## config.mk

```make
export PLATFORM = sky130hd
export DESIGN_NAME = mod_148_4_6_plca_status
export DESIGN_NICKNAME = d
export VERILOG_FILES = /design/src/rtl/mod_148_4_6_plca_status.sv
export SDC_FILE = /design/constraint.sdc
export NUM_CORES = 1
export LEC_CHECK = 0
export ABC_AREA = 1
export CORE_MARGIN = 2
export CORE_UTILIZATION = 49
export CTS_CLUSTER_DIAMETER = 120
export DETAILED_ROUTE_END_ITERATION = 10
export PLACE_DENSITY = 0.75
export SETUP_SLACK_MARGIN = 0.05
export SYNTH_ARGS = -nofsm -noshare
export SYNTH_HDL_FRONTEND = slang
export SYNTH_SLANG_ARGS = --single-unit
```

## constraint.sdc

```tcl
create_clock -name clk_i -period 1.57 [get_ports clk_i]
set_clock_uncertainty 0.05 [all_clocks]
set_input_delay 0.314 -clock clk_i [delete_from_list [all_inputs] [get_ports clk_i]]
set_output_delay 0.314 -clock clk_i [all_outputs]
set_load 0.01 [all_outputs]
```

## src/rtl/mod_148_4_6_plca_status.sv

```systemverilog
// mod_148_4_6_plca_status
//   PLCA status function for one PHY. BEACON indications from the PLCA control path
//   drive a four-state machine (DISABLED / INACTIVE / ACTIVE / HYSTERESIS). The machine
//   reports plca_status to the PLS/RS. A bit-time-counting plca_status_timer ages the
//   link out when no BEACON is seen.
//
// Parameters
//   TIMER_BITS  plca_status_timer duration in bit times
//   CNT_W       timer counter width, 2**CNT_W > TIMER_BITS
//
// Ports
//   clk_i                     system clock
//   reset_i                   asynchronous active-high reset
//   bit_tick_i                one-cycle strobe per bit time; the timer advances only on it
//   plca_en_i                 PLCA enable (aPLCAAdminState)
//   local_node_id_i           local node ID, 0 = coordinator
//   tx_beacon_i               pulse: this node sent a BEACON
//   rx_beacon_i               pulse: a BEACON was received
//   plca_status_o             1 = OK, 0 = FAIL (registered)
//   plca_status_timer_done_o  one-cycle pulse on timer expiry
//   plca_state_o              0 DISABLED, 1 INACTIVE, 2 ACTIVE, 3 HYSTERESIS (registered)
//   plca_fail_count_o         saturating count of HYSTERESIS -> INACTIVE transitions
//                             (present only when PLCA_STATUS_FAILCNT_EN is defined)
module mod_148_4_6_plca_status #(
    parameter int unsigned TIMER_BITS = 130090,
    parameter int unsigned CNT_W      = 18
) (
    input  logic       clk_i,
    input  logic       reset_i,
    input  logic       bit_tick_i,
    input  logic       plca_en_i,
    input  logic [7:0] local_node_id_i,
    input  logic       tx_beacon_i,
    input  logic       rx_beacon_i,
    output logic       plca_status_o,
    output logic       plca_status_timer_done_o,
`ifdef PLCA_STATUS_FAILCNT_EN
    output logic [15:0] plca_fail_count_o,
`endif
    output logic [1:0] plca_state_o
);

    typedef enum logic [1:0] {
        StDisabled   = 2'd0,
        StInactive   = 2'd1,
        StActive     = 2'd2,
        StHysteresis = 2'd3
    } state_e;

    localparam logic [CNT_W-1:0] CntLast = CNT_W'(TIMER_BITS - 1);

    state_e           state_q, state_d;
    logic             status_q, status_d;
    logic             run_q, run_d;
    logic [CNT_W-1:0] cnt_q, cnt_d;
    logic             beacon;
    logic             timer_done;

    // Coordinator watches its own transmitted BEACON, followers the received one.
    assign beacon     = (local_node_id_i == 8'd0) ? tx_beacon_i : rx_beacon_i;
    assign timer_done = run_q && bit_tick_i && (cnt_q == CntLast);

    always_comb begin
        state_d = state_q;
        run_d   = run_q;
        cnt_d   = cnt_q;
        if (run_q && bit_tick_i) begin
            cnt_d = timer_done ? '0 : cnt_q + CNT_W'(1);
        end
        if (!plca_en_i) begin
            state_d = StDisabled;
            run_d   = 1'b0;
            cnt_d   = '0;
        end else begin
            unique case (state_q)
                StDisabled: begin
                    state_d = StInactive;
                end
                StInactive: begin
                    if (beacon) begin
                        state_d = StActive;
                        run_d   = 1'b1;
                        cnt_d   = '0;
                    end
                end
                StActive: begin
                    // Beacon takes priority over a coincident expiry.
                    if (beacon) begin
                        cnt_d = '0;
                    end else if (timer_done) begin
                        state_d = StHysteresis;
                        cnt_d   = '0;
                    end
                end
                StHysteresis: begin
                    if (beacon) begin
                        state_d = StActive;
                        cnt_d   = '0;
                    end else if (timer_done) begin
                        state_d = StInactive;
                        run_d   = 1'b0;
                        cnt_d   = '0;
                    end
                end
                default: state_d = StDisabled;
            endcase
        end
        status_d = (state_d == StActive) || (state_d == StHysteresis);
    end

    always_ff @(posedge clk_i or posedge reset_i) begin
        if (reset_i) begin
            state_q  <= StDisabled;
            status_q <= 1'b0;
            run_q    <= 1'b0;
            cnt_q    <= '0;
        end else begin
            state_q  <= state_d;
            status_q <= status_d;
            run_q    <= run_d;
            cnt_q    <= cnt_d;
        end
    end

    assign plca_status_o            = status_q;
    assign plca_state_o             = state_q;
    assign plca_status_timer_done_o = timer_done;

`ifdef PLCA_STATUS_FAILCNT_EN
    logic [15:0] fail_cnt_q, fail_cnt_d;

    // Survives !plca_en; only reset clears it.
    always_comb begin
        fail_cnt_d = fail_cnt_q;
        if ((state_q == StHysteresis) && (state_d == StInactive) && (fail_cnt_q != 16'hFFFF)) begin
            fail_cnt_d = fail_cnt_q + 16'd1;
        end
    end

    always_ff @(posedge clk_i or posedge reset_i) begin
        if (reset_i) begin
            fail_cnt_q <= 16'd0;
        end else begin
            fail_cnt_q <= fail_cnt_d;
        end
    end

    assign plca_fail_count_o = fail_cnt_q;
`endif

endmodule

```

==> impl_metrics.env, run 1 <==
export IMPL_ir_drop_uv=565
export IMPL_syn_inst=187
export IMPL_ff_latch_area_um2=551
export IMPL_finalMaxSlewViolations=0
export IMPL_cp_slowest_cell="dfrtp_1"
export IMPL_clkSinkCount=22
export IMPL_reg2regPathDepth=13
export IMPL_io_buffers=17
export IMPL_drive_gt1_frac=0.460
export IMPL_dpl_hpwl_um=2390
export IMPL_worstSkewPairLatency_ns=0.32
export IMPL_critPathMaxFanout=2
export IMPL_r2r_start="cnt_q[1]"
export IMPL_violations="setup timing"
export IMPL_total_power_mw=1.15
export IMPL_hold_viol=0
export IMPL_power_leakage_nw=0.939
export IMPL_timing_final_crit_period_ns=1.84
export IMPL_wl_um=3960
export IMPL_ctsLongestPathBuffers=2
export IMPL_htreeDepth=1
export IMPL_antenna_found_initial=0
export IMPL_syn2layout_area_growth_pct=53.5
export IMPL_rsz0062_at_grt="yes"
export IMPL_avgSynthCellArea_um2=7.59
export IMPL_grt_pass1_vias=1350
export IMPL_drtPass1Iterations=6
export IMPL_setup_viol_count_final=22
export IMPL_crit_path_frequent_cell="nor2_2"
export IMPL_path_class="reg2out"
export IMPL_multiInputGateArea_um2=992
export IMPL_status="finished with violations"
export IMPL_cp_required_ns=1.21
export IMPL_die_h_um=57.8
export IMPL_cts_tree="done"
export IMPL_period_share=1.17
export IMPL_ys_types=26
export IMPL_core_um2=2760
export IMPL_hp_class="in2async"
export IMPL_fp_row_count=19
export IMPL_syn_num_nets=203
export IMPL_power_density_nw_per_um2=528
export IMPL_worst_slack_ns=-0.266
export IMPL_tightest_slew_ns=0.300
export IMPL_grt_pass1_wl_um=5990
export IMPL_start_kind="flip-flop"
export IMPL_wire_per_inst_um=14.7
export IMPL_hold_buffers=0
export IMPL_r2r_setup_slack_ns=-0.14
export IMPL_n_antenna_cell=0
export IMPL_via_per_inst=5.14
export IMPL_first_iter_violations=63
export IMPL_cts_made_buffers=3
export IMPL_fillCellCount=186
export IMPL_ys_ff_latch=22
export IMPL_worstPathCellList="nor2_2, nand2_2, nor2_2, inv_1, nor2_2, buf_2"
export IMPL_gp_congestion=0.820
export IMPL_max_cap_violations=0
export IMPL_grt_usage=0.232
export IMPL_reg2reg_to="cnt_q[1]"
export IMPL_setup_tns_ns=-1.72
export IMPL_crit_arrival_ns=1.47
export IMPL_synth_yosys_seq_area_share=0.388
export IMPL_die_x_um=57.8
export IMPL_synth_warnings=0
export IMPL_syn_area_um2=1420
export IMPL_drcViolationCount=0
export IMPL_end_kind="primary output"
export IMPL_clock_root_buffer="clkbuf_4"
export IMPL_postRouteAntennaNets=0
export IMPL_num_vias=1388
export IMPL_boundaryPins=18
export IMPL_grt_max_degree=23
export IMPL_cts_reportedPaths_clkPinSlew_ns=0.13
export IMPL_fmax_mhz=545
export IMPL_overflow=0
export IMPL_nNetsFinal=256
export IMPL_start_util=0.515
export IMPL_maxSlewHeadroom=0.800
export IMPL_max_stage_delay_ns=0.45
export IMPL_dieArea_um2=3340
cells in the final DEF, fill, tap and decap left out, types with 4 or more instances in the layout:
| cell type | Yosys | routed |
|---|---|---|
| nor2_4 | 4 | 15 |
| nand2_1 | 39 | 30 |
| clkdlybuf4s50_1 | 0 | 12 |
| nor2_1 | 30 | 21 |
| nand3_2 | 5 | 4 |
| inv_1 | 23 | 19 |
| inv_2 | 4 | 8 |
| dfrtp_1 | 22 | 22 |
| nand2_2 | 3 | 9 |
| nor2_2 | 16 | 14 |
| xor2_2 | 0 | 5 |
| nand3_1 | 8 | 6 |
| buf_4 | 0 | 28 |
routing by layer:
layer  GRT usage  vias to the layer above  wire, µm
met2       0.424                       29      2140
met4      0.0498                        0        95
met3      0.0223                        9       107
met5           0                        -         0
li1            -                      671         -
met1       0.296                      679      1620
how the worst max path moves through the flow:
| stage | end | from | cells past startpoint | slack (ns) |
|---|---|---|---|---|
| global placement | plca_status_timer_done_o | bit_tick_i | 8 | -0.53 |
| finish | plca_status_timer_done_o | cnt_q[6] | 6 | -0.27 |
| global route | plca_status_timer_done_o | cnt_q[6] | 6 | -0.36 |
| floorplan | cnt_q[10] | cnt_q[1] | 10 | 0.11 |
| CTS | plca_status_timer_done_o | cnt_q[1] | 7 | -0.24 |
| detailed placement | plca_status_timer_done_o | bit_tick_i | 8 | -0.57 |
cell families after synthesis:
| group | after synthesis | share of synthesized area |
|---|---|---|
| compound gates | 11 | 0.0485 |
| xor+xnor | 9 | 0.0556 |
| fa+ha+maj | 2 | 0.0176 |
| buf+inv | 30 | 0.0899 |
| flops | 22 | 0.388 |
| simple gates | 113 | 0.400 |
stage by stage:
stage | util | instances | setup WS, ns | area, µm² | hold slack [ns]
after global placement | 0.660 | 260 | -0.533 | 1820 | 0.521
after global routing | 0.790 | 270 | -0.357 | 2180 | 0.336
final | 0.790 | 270 | -0.266 | 2180 | 0.270
after CTS | 0.741 | 270 | -0.239 | 2040 | 0.287
after floorplan | - | 187 | 0.106 | 1420 | 0.253
after detailed placement | 0.660 | 260 | -0.569 | 1820 | 0.536
sequential cells by signal, indices dropped and copies added, names as in the netlist:
| signal | count |
|---|---|
| cnt_q | 18 |
| plca_state_o | 2 |
| plca_status_o | 1 |
| run_q | 1 |
final cells by class:
cell class                 count  area share
timing repair buffer          50       0.209
tap                           31      0.0178
multi-input combinational    135       0.455
inverter                      28      0.0482
sequential                    22       0.253
clock buffer                   4      0.0167
worst max-delay path: cells and delay by family, from the launching register on:
kind,cells,cell delay [ns]
AND/OR/NAND/NOR,4,0.51
buffers and inverters,2,0.20
flip-flops,1,0.45
synthesized netlist by cell type:
| cell type | number | area [µm²] |
|---|---|---|
| nand2_1 | 39 | 146 |
| nor2_1 | 30 | 113 |
| inv_1 | 23 | 86.3 |
| dfrtp_1 | 22 | 551 |
| nor2_2 | 16 | 100 |
| nand3_1 | 8 | 40.0 |
| xor2_1 | 7 | 61.3 |
| nand3_2 | 5 | 50.1 |
| inv_2 | 4 | 15.0 |
| nor2_4 | 4 | 45.0 |
| o21ai_0 | 4 | 20.0 |
| nand2_2 | 3 | 18.8 |
| nor3_1 | 3 | 15.0 |
| a21boi_0 | 2 | 15.0 |
| buf_6 | 2 | 22.5 |
| ha_1 | 2 | 25.0 |
| nor3_2 | 2 | 20.0 |
| o21bai_1 | 2 | 15.0 |
| xnor2_1 | 2 | 17.5 |
| a21oi_1 | 1 | 5.00 |
| a31o_2 | 1 | 8.76 |
| and3_1 | 1 | 6.26 |
| clkinv_1 | 1 | 3.75 |
| nand3b_1 | 1 | 7.51 |
| nand4_1 | 1 | 6.26 |
| o21ai_1 | 1 | 5.00 |
where the power goes:
group          leakage [nW]  internal [mW]  switching, mW
Combinational         0.615          0.113          0.122
Sequential            0.303          0.580        0.00743
Clock                0.0210          0.142          0.186
Total                 0.939          0.834          0.315
timing repair:
action / 4_1_cts / 5_1_grt
setup buffers: 5 / 2
pin swaps: 17 / 21
cloned: 1 / 0
setup endpoints to repair: 21 / 22
resized for setup: 44 / 31
Note: power is estimated with default switching activity, not from simulation.
==> run 2, diff against run 1 <==
CAP_MARGIN = 20   (was unset)
CORE_UTILIZATION = 30   (was 49)
PLACE_DENSITY = unset   (was 0.75)
SETUP_SLACK_MARGIN = 0.4   (was 0.05)
==> impl_metrics.env, run 2 (synthesized netlist as in run 1, its figures left out) <==
export IMPL_end_kind="primary output"
export IMPL_cts_reportedPaths_clkPinSlew_ns=0.08
export IMPL_syn2layout_area_growth_pct=65.2
export IMPL_gp_congestion=0.837
export IMPL_max_cap_violations=0
export IMPL_layout_commonest_cell="buf_4"
export IMPL_setup_tns_ns=-0.379
export IMPL_whs_ns=0.330
export IMPL_place_area_um2=1860
export IMPL_die_x_um=72.8
export IMPL_ctsLongestPathBuffers=2
export IMPL_dpl_hpwl_um=2300
export IMPL_finalMaxSlewViolations=0
export IMPL_grt_usage=0.142
export IMPL_dieArea_um2=5300
export IMPL_timing_final_crit_period_ns=1.72
export IMPL_top_register="cnt_q"
export IMPL_post_route_util=0.506
export IMPL_worstSkewPairLatency_ns=0.26
export IMPL_p_switching_mw=0.325
export IMPL_start_util=0.306
export IMPL_fmax_mhz=583
export IMPL_stdcell_count=306
export IMPL_first_iter_violations=33
export IMPL_core_um2=4630
export IMPL_clkSinkCount=22
export IMPL_postRouteAntennaNets=0
export IMPL_pwr_share_comb=0.203
export IMPL_cts_tree="done"
export IMPL_grt_max_degree=23
export IMPL_violations="setup timing"
export IMPL_cp_required_ns=1.21
export IMPL_final_area_um2=2340
export IMPL_placedCellCount=285
export IMPL_total_power_mw=1.25
export IMPL_power_leakage_nw=1.03
export IMPL_via_per_inst=4.42
export IMPL_reg2regPathDepth=9
export IMPL_hp_class="in2async"
export IMPL_pre_cts_ws_ns=-0.571
export IMPL_start_kind="flip-flop"
export IMPL_drtPass1Iterations=4
export IMPL_fillCellCount=446
export IMPL_wire_per_inst_um=11.7
export IMPL_clkPwrFrac=0.328
export IMPL_status="finished with violations"
export IMPL_path_class="reg2out"
export IMPL_rsz0062_at_grt="yes"
export IMPL_cts_made_buffers=3
export IMPL_switching_share=0.259
export IMPL_boundaryPins=18
export IMPL_tightest_slew_ns=0.313
export IMPL_r2r_start="cnt_q[0]"
export IMPL_startpoint="cnt_q[1]"
export IMPL_overflow=0
export IMPL_grt_pass1_wl_um=5930
export IMPL_drive_gt1_frac=0.528
export IMPL_die_h_um=72.8
export IMPL_ir_drop_uv=628
export IMPL_hold_viol=0
export IMPL_worst_slack_ns=-0.146
export IMPL_maxSlewHeadroom=0.789
export IMPL_largest_reg_flops=18
export IMPL_wl_um=3570
export IMPL_internal_power_mw=0.929
export IMPL_period_share=1.09
export IMPL_seqPwrFrac=0.468
export IMPL_critPathMaxFanout=2
export IMPL_nNetsFinal=269
export IMPL_fp_row_count=25
export IMPL_setup_viol_count_final=9
export IMPL_layout_common_cells="buf_4, nand2_1, dfrtp_1"
export IMPL_grt_pass1_vias=1348
export IMPL_antenna_found_initial=0
export IMPL_crit_arrival_ns=1.35
export IMPL_hold_buffers=0
export IMPL_num_vias=1354
export IMPL_htreeDepth=1
export IMPL_power_density_nw_per_um2=535
export IMPL_io_buffers=17
export IMPL_n_antenna_cell=0
export IMPL_clock_root_buffer="clkbuf_8"
export IMPL_drcViolationCount=0
## run 2: worst max-delay path: stages, from the launching register on
cell	delay, ns
dfrtp_1	0.39
inv_2	0.08
ha_4	0.12
nand2_2	0.04
nor2_2	0.10
nand3_1	0.10
nor2_2	0.12
buf_2	0.14
## run 2: worst paths after layout
path | endpoint | slack (ns)
min in group clk_i | cnt_q[17] | 0.57
hold / removal | cnt_q[6] | 0.33
setup reg to reg | cnt_q[15] | -0.04
setup / recovery | plca_status_timer_done_o | -0.15
max in group asynchronous | run_q | 0.92
hold reg to reg | cnt_q[17] | 0.57
## run 2: layer usage
| metal | part of all wire | up-vias | track usage |
|---|---|---|---|
| li1 | - | 702 | - |
| met1 | 0.43 | 626 | 0.176 |
| met2 | 0.52 | 20 | 0.258 |
| met3 | 0.033 | 6 | 0.0331 |
| met4 | 0.015 | 0 | 0.0185 |
| met5 | 0 | - | 0 |
## run 2: timing repair
| item | CTS | global route |
|---|---|---|
| buffers inserted | 11 | 6 |
| endpoints found under the setup margin | 26 | 25 |
| pin swaps | 28 | 11 |
| resized for setup | 58 | 41 |
## run 2: final cells by class
type | count | area, µm² | area share
multi-input cells | 135 | 1010 | 0.431
repair buffers | 63 | 552 | 0.235
flip-flops and latches | 22 | 551 | 0.235
inverters | 28 | 108 | 0.0459
well taps | 54 | 67.6 | 0.0288
clock buffers | 4 | 55.1 | 0.0235
## run 2: power by group through the flow
stage               clock network (mW)  logic (mW)  registers (mW)
floorplan                            0      0.0784           0.606
global placement                     0       0.164           0.604
detailed placement                   0       0.165           0.603
CTS                              0.428       0.225           0.587
global route                     0.456       0.279           0.588
finish                           0.412       0.255           0.587
